### config.mk
export PLATFORM = sky130hd
export DESIGN_NAME = exc_sequencer_flat
export DESIGN_NICKNAME = d
export VERILOG_FILES = /design/src/rtl/exc_sequencer_if.sv /design/src/rtl/exc_sequencer.sv /design/src/flat_wrapper.sv
export SDC_FILE = /design/constraint.sdc
export NUM_CORES = 1
export LEC_CHECK = 0
export ABC_AREA = 0
export BUFFER_PORTS_ARGS = -buffer_cell sky130_fd_sc_hd__buf_2
export CAP_MARGIN = 20
export CORE_UTILIZATION = 43
export DETAILED_ROUTE_END_ITERATION = 8
export PLACE_DENSITY_LB_ADDON = 0.3
export SLEW_MARGIN = 20
export SYNTH_ARGS = -nofsm -noshare
export SYNTH_HDL_FRONTEND = slang
export SYNTH_SLANG_ARGS = --single-unit
### constraint.sdc
create_clock -name clk -period 1.4 [get_ports clk]
set_input_delay 0.21 -clock clk [delete_from_list [all_inputs] [get_ports clk]]
set_output_delay 0.21 -clock clk [all_outputs]
set_load 0.02 [all_outputs]
### src/rtl/exc_sequencer_if.sv
// Request/strobe bundle between decode, CP0 and the exception sequencer.
// The sequencer takes the slave view; the driving environment takes the master view.
interface exc_sequencer_if #(
  parameter int N_IRQ = 6
) ();
  logic             sync_exc_valid;
  logic [4:0]       sync_exc_code;
  logic             eret_req;
  logic [N_IRQ-1:0] irq;
  logic [N_IRQ-1:0] irq_mask;
  logic [N_IRQ-1:0] irq_clr;
  logic             ie;
  logic             cp0_ans;
  logic             cp0_exception;
  logic             cp0_eret;
  logic [4:0]       cp0_cause;
  logic             stall;
  logic             flush;
  logic [N_IRQ-1:0] irq_pending;

  modport master (
    output sync_exc_valid, sync_exc_code, eret_req, irq, irq_mask, irq_clr, ie, cp0_ans,
    input  cp0_exception, cp0_eret, cp0_cause, stall, flush, irq_pending
  );

  modport slave (
    input  sync_exc_valid, sync_exc_code, eret_req, irq, irq_mask, irq_clr, ie, cp0_ans,
    output cp0_exception, cp0_eret, cp0_cause, stall, flush, irq_pending
  );
endinterface

### src/rtl/exc_sequencer.sv
// Arbitrates sync exceptions, eret and latched interrupts into single CP0 requests,
// holding the pipeline while a request is in flight and flushing after entry/return.
module exc_sequencer #(
  parameter int N_IRQ        = 6,
  parameter int FLUSH_CYCLES = 2
) (
  input  logic            clk,
  input  logic            reset,
  exc_sequencer_if.slave  bus
);

  localparam logic [3:0] LP_FLUSH = 4'(FLUSH_CYCLES);

  typedef enum logic [2:0] {
    ST_IDLE,
    ST_REQ,
    ST_WAIT,
    ST_RET,
    ST_FLUSH
  } state_t;

  state_t           r_state;
  logic [3:0]       r_cnt;
  logic [4:0]       r_cause;
  logic [N_IRQ-1:0] r_irq_q;
  logic [N_IRQ-1:0] r_pending;
  logic             r_exc;
  logic             r_eret;
  logic             r_stall;
  logic             r_flush;

  logic [N_IRQ-1:0] w_rise;
  logic [N_IRQ-1:0] w_pending_next;
  logic             w_irq_take;

  // Set wins over the software clear when both hit the same bit in one cycle.
  genvar gi;
  generate
    for (gi = 0; gi < N_IRQ; gi++) begin : g_pend
      assign w_rise[gi]         = bus.irq[gi] & ~r_irq_q[gi];
      assign w_pending_next[gi] = w_rise[gi] | (r_pending[gi] & ~bus.irq_clr[gi]);
    end
  endgenerate

  assign w_irq_take = bus.ie & (|(r_pending & bus.irq_mask));

  always_ff @(posedge clk or negedge reset) begin
    if (!reset) begin
      r_irq_q   <= '0;
      r_pending <= '0;
    end else begin
      r_irq_q   <= bus.irq;
      r_pending <= w_pending_next;
    end
  end

  // Outputs are registered alongside the state so they never depend on inputs combinationally.
  always_ff @(posedge clk or negedge reset) begin
    if (!reset) begin
      r_state <= ST_IDLE;
      r_cnt   <= 4'd0;
      r_cause <= 5'd0;
      r_exc   <= 1'b0;
      r_eret  <= 1'b0;
      r_stall <= 1'b0;
      r_flush <= 1'b0;
    end else begin
      r_exc  <= 1'b0;
      r_eret <= 1'b0;
      case (r_state)
        ST_IDLE: begin
          if (bus.sync_exc_valid) begin
            r_cause <= bus.sync_exc_code;
            r_exc   <= 1'b1;
            r_stall <= 1'b1;
            r_state <= ST_REQ;
          end else if (bus.eret_req) begin
            r_eret  <= 1'b1;
            r_stall <= 1'b1;
            r_state <= ST_RET;
          end else if (w_irq_take) begin
            r_cause <= 5'd0;
            r_exc   <= 1'b1;
            r_stall <= 1'b1;
            r_state <= ST_REQ;
          end
        end
        ST_REQ: begin
          r_state <= ST_WAIT;
        end
        ST_WAIT: begin
          if (bus.cp0_ans) begin
            r_cnt   <= LP_FLUSH;
            r_flush <= 1'b1;
            r_state <= ST_FLUSH;
          end else begin
            // CP0 refused the entry: release the pipeline without a flush.
            r_stall <= 1'b0;
            r_state <= ST_IDLE;
          end
        end
        ST_RET: begin
          r_cnt   <= LP_FLUSH;
          r_flush <= 1'b1;
          r_state <= ST_FLUSH;
        end
        ST_FLUSH: begin
          r_cnt <= r_cnt - 4'd1;
          if (r_cnt == 4'd1) begin
            r_flush <= 1'b0;
            r_stall <= 1'b0;
            r_state <= ST_IDLE;
          end
        end
        default: begin
          r_flush <= 1'b0;
          r_stall <= 1'b0;
          r_state <= ST_IDLE;
        end
      endcase
    end
  end

  assign bus.cp0_exception = r_exc;
  assign bus.cp0_eret      = r_eret;
  assign bus.cp0_cause     = r_cause;
  assign bus.stall         = r_stall;
  assign bus.flush         = r_flush;
  assign bus.irq_pending   = r_pending;

endmodule

### src/flat_wrapper.sv
// flat-port wrapper written by rule: the top's interface ports become plain ports
module exc_sequencer_flat 
#(
  parameter int N_IRQ        = 6,
  parameter int FLUSH_CYCLES = 2
)
  (clk, reset, bus_sync_exc_valid, bus_sync_exc_code, bus_eret_req, bus_irq, bus_irq_mask, bus_irq_clr, bus_ie, bus_cp0_ans, bus_cp0_exception, bus_cp0_eret, bus_cp0_cause, bus_stall, bus_flush, bus_irq_pending);
  exc_sequencer_if #(.N_IRQ(N_IRQ)) bus_i ();
  input  logic clk;
  input  logic reset;
  input wire logic [$bits(bus_i.sync_exc_valid)-1:0] bus_sync_exc_valid;
  input wire logic [$bits(bus_i.sync_exc_code)-1:0] bus_sync_exc_code;
  input wire logic [$bits(bus_i.eret_req)-1:0] bus_eret_req;
  input wire logic [$bits(bus_i.irq)-1:0] bus_irq;
  input wire logic [$bits(bus_i.irq_mask)-1:0] bus_irq_mask;
  input wire logic [$bits(bus_i.irq_clr)-1:0] bus_irq_clr;
  input wire logic [$bits(bus_i.ie)-1:0] bus_ie;
  input wire logic [$bits(bus_i.cp0_ans)-1:0] bus_cp0_ans;
  output wire logic [$bits(bus_i.cp0_exception)-1:0] bus_cp0_exception;
  output wire logic [$bits(bus_i.cp0_eret)-1:0] bus_cp0_eret;
  output wire logic [$bits(bus_i.cp0_cause)-1:0] bus_cp0_cause;
  output wire logic [$bits(bus_i.stall)-1:0] bus_stall;
  output wire logic [$bits(bus_i.flush)-1:0] bus_flush;
  output wire logic [$bits(bus_i.irq_pending)-1:0] bus_irq_pending;
  assign bus_i.sync_exc_valid = bus_sync_exc_valid;
  assign bus_i.sync_exc_code = bus_sync_exc_code;
  assign bus_i.eret_req = bus_eret_req;
  assign bus_i.irq = bus_irq;
  assign bus_i.irq_mask = bus_irq_mask;
  assign bus_i.irq_clr = bus_irq_clr;
  assign bus_i.ie = bus_ie;
  assign bus_i.cp0_ans = bus_cp0_ans;
  assign bus_cp0_exception = bus_i.cp0_exception;
  assign bus_cp0_eret = bus_i.cp0_eret;
  assign bus_cp0_cause = bus_i.cp0_cause;
  assign bus_stall = bus_i.stall;
  assign bus_flush = bus_i.flush;
  assign bus_irq_pending = bus_i.irq_pending;
  exc_sequencer #(.N_IRQ(N_IRQ), .FLUSH_CYCLES(FLUSH_CYCLES)) u_core (.clk(clk), .reset(reset), .bus(bus_i));
endmodule
==> results.rst, run 1 <==
.. list-table::
   :header-rows: 1

   * - Metric
     - Value
   * - Number of max-capacitance violations reported
     - 0
   * - Clock edge transition at the registers on the reported setup and hold paths
     - 0.15 ns
   * - Latest clock arrival within the worst-skew pair
     - 0.33 ns
   * - Worst-case clock skew
     - roughly 0.0096 ns
   * - Number of H-tree levels
     - 1
   * - Crit path required time
     - 1.66 ns
   * - Hold Path Cell Cnt
     - 2
   * - Kind of critical path
     - reg -> reg
   * - DP Cell Count
     - 187
   * - Fraction of final layout cells sized beyond drive strength 1
     - about 52%
   * - Transition at the pin with the smallest max-transition slack
     - about 0.61 ns
   * - Startpoint of the lowest-slack hold path
     - bus_irq_clr[0]
   * - Worst setup EP type
     - flop
   * - ANT nets after route
     - 0
   * - Violations in the final reports
     - negative setup slack
   * - Power per standard cell area
     - around 1800 nW/µm²
   * - Top FF cell, synth
     - dfrtp_1
   * - DRC Markers
     - 0
   * - Area of the multi-input gates
     - 526 µm²
   * - Setup repair after global routing missed its margin
     - yes
   * - DR vias/cell
     - 5.21
   * - Worst path setup slack after routing
     - -0.0268 ns
   * - Lkg Pwr
     - 0.930 nW
   * - Number of distinct library cell variants in the gate-level netlist after synthesis
     - 33
   * - Fill count
     - about 200
   * - Relative slew slack
     - 59.6%
   * - Area of the core
     - 2730 µm²
   * - Cells on worst reg2reg path
     - 3
   * - Post-Route Utilization
     - 67.0%
   * - # clock sinks
     - 28
   * - Post-synth design cell area
     - around 1200 µm²
   * - First-pass DRT Iterations
     - 4
   * - Placed instance area
     - between 1500 and 2000 µm²
   * - Routed wirelength normalized by instance count
     - ~14 µm
   * - Reg2Reg Capture Point
     - u_core.r_cnt[3]$_DFFE_PN0P_
   * - Type of the worst min-delay path
     - in -> reg
   * - Maximum vdd drop
     - 1.11 mV
   * - First-pass GRT wire length
     - 4.90 mm
   * - Post-synthesis net count
     - 137
   * - 1st-iter DRT viols
     - 14
   * - Number of cells produced by synthesis
     - between 100 and 150
   * - Number of synthesized flops with an enable pin
     - 0
   * - WP data arrival
     - about 1.7 ns
   * - Die Height
     - 55.5 µm
   * - Master cell of the clock root buffer
     - clkbuf_4
   * - Largest area contributor in the synthesized netlist
     - dfrtp_1
   * - Buffers on Ports
     - 43
   * - Post-layout instance count excluding filler cells
     - 207
   * - Status
     - finished, violations left
   * - Post-synth top cells
     - 28 x dfrtp_1, 16 x inv_1, 8 x mux2i_1, 8 x o22ai_1, 5 x a21oi_1
   * - TritonCTS Buffers
     - 3
   * - Remaining Overflow, GRT
     - 0
   * - Largest cells by area after synthesis
     - dfrtp_1 57%, mux2i_1 6.5%, inv_1 4.9%, o22ai_1 4.1%, a22o_1 2.1%
   * - Placer Congestion
     - 0.875
   * - Number of diodes
     - 0
   * - I/O pin count
     - 44
   * - Gr usage total
     - 20.4%
   * - Most frequent cell after synthesis
     - dfrtp_1
   * - Number of buffers on the longest clock path
     - 2
   * - Starting utilization of the core area
     - 45.0%
   * - Avg Synthesized Cell Area
     - 11.6 µm²
   * - Antenna violations before repair
     - 0
   * - Final instance area
     - 1830 µm²
   * - Die Span X
     - 55.5 µm
   * - Nets
     - 208
   * - Via count of the first global-routing pass
     - 1,167
   * - HPWL reported at the end of detailed placement
     - 1.98 mm
   * - Worst-path maximum fanout
     - 3
   * - Area taken by flip-flops and latches
     - 708 µm²
   * - Highest clock frequency the design can meet
     - 701 MHz
   * - Growth of design area from synthesis to finish
     - 48.8%
   * - Wire length reported by the detailed router
     - 2.80 mm
   * - Proportion of synthesized chip area in sequential cells
     - 56.9%
   * - Clock period minus final worst setup slack
     - roughly 1.4 ns
   * - Total setup violations reported at the end of the flow
     - 1
   * - Maximum number of pins on one net before global-route repair
     - 29
   * - Total die area
     - 3080 µm²
   * - Synth Register Bits
     - 28
   * - Sort of element at the start of the critical path
     - flop
   * - YS warnings
     - 0
   * - Share of synthesized flip-flops with an asynchronous set or reset
     - 100%
   * - End of the worst hold path
     - u_core.bus.irq_pending[0]$_DFF_PN0_
   * - Final hold violation count
     - 0
   * - R2R Setup Slk
     - -0.03 ns
   * - Pins over their slew limit
     - 0
   * - Count of standard-cell rows
     - 19
   * - Area share of the largest cell type after synthesis
     - between 50% and 60%
   * - TritonCTS clock tree
     - built
   * - R2R Path Start
     - u_core.r_cnt[0]$_DFFE_PN0P_
   * - Share of the cycle needed by the critical path after routing
     - 102%
   * - Vias after detailed routing
     - between 1,000 and 1,500
-- report_power, final --
part / internal (mW) / switching [mW] / total [mW]
sequential: 1.02 / 0.162 / 1.19
clock: 0.290 / 0.234 / 0.524
combinational: 0.770 / 0.727 / 1.50
-- critical path, stage by stage (launching register included) --
cell and delay, ns:
dfrtp_1 0.43, or4b_4 0.56, nor3_4 0.15, mux2i_1 0.23
-- cell families (layout without fill, tap and decap cells) --
group	after synthesis	after routing	synth area share [%]
AO/OA/AOI/OAI	24	24	13.5
buffers and inverters	20	90	7.22
adder cells (fa/ha/maj)	2	2	2.03
flip-flops	28	28	56.9
AND/OR/NAND/NOR	23	23	12.9
multiplexers	9	9	7.42
-- how the worst max path moves through the flow --
stage | cells after the start | startpoint | endpoint
CTS | 3 | u_core.r_cnt[0]$_DFFE_PN0P_ | u_core.r_cnt[3]$_DFFE_PN0P_
detailed placement | 3 | u_core.r_cnt[0]$_DFFE_PN0P_ | u_core.r_cnt[3]$_DFFE_PN0P_
global route | 3 | u_core.r_cnt[0]$_DFFE_PN0P_ | u_core.r_cnt[3]$_DFFE_PN0P_
floorplan | 4 | u_core.bus.irq_pending[1]$_DFF_PN0_ | u_core.bus.cp0_exception$_DFF_PN0_
global placement | 4 | u_core.r_state[2]$_DFFE_PN0P_ | u_core.r_cnt[0]$_DFFE_PN0P_
finish | 3 | u_core.r_cnt[0]$_DFFE_PN0P_ | u_core.r_cnt[3]$_DFFE_PN0P_
-- sequential cells by signal, indices dropped and copies added (netlist names), 3 cells and up --
register	count
u_core.r_state	3
u_core.r_cnt	4
u_core.bus.cp0_cause	5
u_core.bus.irq_pending	6
u_core.r_irq_q	6
-- placed cells by master (no fill, tap or decap), types with 2 or more instances in the layout --
cell            n
mux2i_2         2
o22ai_1         8
buf_2          43
clkbuf_4        3
inv_1          16
nand2_1         2
nor2_1          2
or3_4           2
nor3_1          3
a21oi_2         2
buf_6           3
dlygate4sd3_1   7
or2_2           2
dfrtp_2         6
buf_4          17
dfrtp_1        22
mux2i_1         6
a22o_1          3
o21ai_0         2
a21oi_1         3
-- per-stage QoR --
stage	hold WS (ns)	power (mW)	setup WS, ns	setup TNS (ns)
4_1_cts	0.0329	3.08	-0.0138	-0.0189
3_5_place_dp	0.265	2.37	-0.0405	-0.0590
5_1_grt	0.0170	3.42	-0.0918	-0.318
2_1_floorplan	-0.0856	1.94	-0.0684	-0.0684
3_3_place_gp	0.252	2.32	0.0143	0
6_report	0.0386	3.21	-0.0268	-0.0268
-- repair_timing --
action | CTS | global route
hold buffers | 7 | 0
setup endpoints to repair | 9 | 10
buffers inserted | 6 | 3
endpoints found under the hold margin | 34 | 0
pin swaps | 6 | 2
gates resized for setup | 14 | 8
-- per-layer routing --
layer,vias up,wire [µm],track usage [%]
met5,-,0,0
met2,31,1480,35.8
met3,6,103,3.51
li1,518,-,-
met1,523,1160,23.9
met4,0,57,10.0
-- final cells by class --
type	instances	share of cell area [%]
flip-flops and latches	28	38.7
inverters	16	3.28
clock inverters	1	1.64
clock buffers	3	1.23
repair buffers	70	24.4
multi-input cells	58	28.7
well taps	31	2.12
No activity file was read; power rests on OpenSTA's default activity.
==> inputs of run 2 (changes only) <==
--- a/config.mk
+++ b/config.mk
@@ -11,6 +11,8 @@
 export CORE_UTILIZATION = 43
 export DETAILED_ROUTE_END_ITERATION = 8
 export PLACE_DENSITY_LB_ADDON = 0.3
+export SETUP_SLACK_MARGIN = 0.4
+export SKIP_LAST_GASP = 1
 export SLEW_MARGIN = 20
 export SYNTH_ARGS = -nofsm -noshare
 export SYNTH_HDL_FRONTEND = slang
==> run 2 against run 1 <==
Effect of this change: highest routed layer unchanged; via count rose by 0.56%; combinational power rose by 31%; maximum frequency fell by 2.2%; wire length rose by 11%; die area did not move; largest cell class unchanged; total power rose by 12%; setup slack got worse by 0.032 ns; the run still ends with negative setup slack left; clock skew fell by 0.0039 ns; cell area rose by 12%.
==> results.rst, run 2 (synthesis gave the netlist of run 1 again) <==
.. list-table::
   :header-rows: 1

   * - Metric
     - Value
   * - Wire length reported by the detailed router
     - about 3.1 mm
   * - Power per standard cell area
     - 1750 nW/µm²
   * - Most frequent cells in the layout
     - 30 x buf_2, 22 x buf_6, 20 x dfrtp_1
   * - TritonCTS clock tree
     - built
   * - Relative slew slack
     - 58.6%
   * - Crit path required time
     - 1.64 ns
   * - Number of diodes
     - 0
   * - Nets
     - 211
   * - Lkg Pwr
     - 0.993 nW
   * - Sort of element at the start of the critical path
     - flop
   * - WP data arrival
     - 1.70 ns
   * - Via count of the first global-routing pass
     - 1,157
   * - Placer Congestion
     - 0.783
   * - Maximum vdd drop
     - 1.05 mV
   * - Worst path setup slack after routing
     - -0.0586 ns
   * - Status
     - finished, violations left
   * - Number of H-tree levels
     - 1
   * - Total setup violations reported at the end of the flow
     - 7
   * - Number of max-capacitance violations reported
     - 0
   * - Growth of design area from synthesis to finish
     - 66.2%
   * - Commonest non-fill, non-tap cell in the layout
     - buf_2
   * - Antenna violations before repair
     - 0
   * - Total die area
     - 3080 µm²
   * - Die Height
     - roughly 56 µm
   * - Count of standard-cell rows
     - 19
   * - R2R Setup Slk
     - -0.06 ns
   * - Vias after detailed routing
     - around 1,100
   * - HPWL reported at the end of detailed placement
     - slightly below 2 mm
   * - Setup TNS
     - -0.179 ns
   * - Post-Place Worst Slack
     - 0.00588 ns
   * - Kind of critical path
     - reg -> reg
   * - Final hold slack
     - 0.0490 ns
   * - Clock period minus final worst setup slack
     - ~1.5 ns
   * - Setup repair after global routing missed its margin
     - yes
   * - TritonCTS Buffers
     - 3
   * - Type of the worst min-delay path
     - in -> reg
   * - ANT nets after route
     - 0
   * - Remaining Overflow, GRT
     - 0
   * - Highest clock frequency the design can meet
     - 686 MHz
   * - Final hold violation count
     - 0
   * - Fraction of final layout cells sized beyond drive strength 1
     - between 60% and 70%
   * - Gr usage total
     - 19.9%
   * - Worst-case clock skew
     - 0.00575 ns
   * - First-pass GRT wire length
     - 4.84 mm
   * - Area of the core
     - about 2700 µm²
   * - Worst-path maximum fanout
     - 2
   * - DR vias/cell
     - 5.16
   * - Cell with the biggest individual delay on the critical path
     - or4b_4
   * - Maximum number of pins on one net before global-route repair
     - 29
   * - Violations in the final reports
     - negative setup slack
   * - Number of buffers on the longest clock path
     - 2
   * - Routed wirelength normalized by instance count
     - 14.9 µm
   * - Transition at the pin with the smallest max-transition slack
     - between 0.6 and 0.7 ns
   * - Pins over their slew limit
     - 0
   * - Overall power of the completed layout
     - 3.58 mW
   * - Die Span X
     - 55.5 µm
   * - Worst setup EP type
     - flop
   * - Chain of cells forming the critical path
     - or4b_4 -> nor3_4 -> mux2i_1
   * - Largest stage delay, worst path
     - 0.54 ns
   * - Latest clock arrival within the worst-skew pair
     - between 0.3 and 0.4 ns
   * - Buffers on Ports
     - 43
   * - Clock edge transition at the registers on the reported setup and hold paths
     - ~0.15 ns
   * - First-pass DRT Iterations
     - 6
   * - # clock sinks
     - 28
   * - 1st-iter DRT viols
     - 9
   * - Master cell of the clock root buffer
     - clkbuf_4
   * - DRC Markers
     - 0
   * - I/O pin count
     - 44
   * - Share of the cycle needed by the critical path after routing
     - 104%
   * - Starting utilization of the core area
     - between 40 and 50%
## run 2: final cells by class
cell class / count / area (µm²)
Multi-Input combinational cell: 58 / 614
Timing Repair Buffer: 73 / 586
Clock buffer: 4 / 36.3
Fill cell: 159 / 688
Sequential cell: 28 / 711
Inverter: 16 / 60.1
Tap cell: 31 / 38.8
## run 2: where the power goes
group	switching (mW)	leakage (nW)	total [mW]	internal, mW
Combinational	0.870	0.643	1.97	1.10
Sequential	0.198	0.329	1.23	1.03
Clock	0.229	0.0210	0.388	0.159
## run 2: final timing paths
check,end,start,cells past startpoint
min reg2reg,u_core.bus.irq_pending[2]$_DFF_PN0_,u_core.r_irq_q[2]$_DFF_PN0_,1
max,u_core.r_cnt[3]$_DFFE_PN0P_,u_core.r_state[1]$_DFFE_PN0P_,3
max reg2reg,u_core.r_cnt[3]$_DFFE_PN0P_,u_core.r_state[1]$_DFFE_PN0P_,3
min in group asynchronous,u_core.bus.cp0_cause[0]$_DFFE_PN0P_,reset,2
min,u_core.bus.irq_pending[5]$_DFF_PN0_,bus_irq_clr[5],2
max in group asynchronous,u_core.bus.irq_pending[2]$_DFF_PN0_,reset,2
## run 2: repair_timing
action	4_1_cts	5_1_grt
setup buffers	7	10
pin swaps	10	4
gates resized for setup	52	13
endpoints found under the hold margin	34	0
endpoints found under the setup margin	31	31
hold buffers	7	0
## run 2: critical path: cells and delay by family (launching register included)
kind             cells  cell delay, ns
and+or+nand+nor      2            0.69
DFF                  1            0.45
muxes                1            0.25
## run 2: metrics by stage
step,instance area (µm²),util [%],cells
after floorplan,1280,-,106
after global placement,1540,56.4,182
after detailed placement,1540,56.4,182
after CTS,1910,69.9,200
after global routing,2050,74.8,210
final,2050,74.8,210
## run 2: metal layers
metal	global-route usage [%]	part of all wire [%]
met5	0	0
met1	24.1	40
met2	36.0	56
met4	6.07	0.61
met3	3.28	3.5
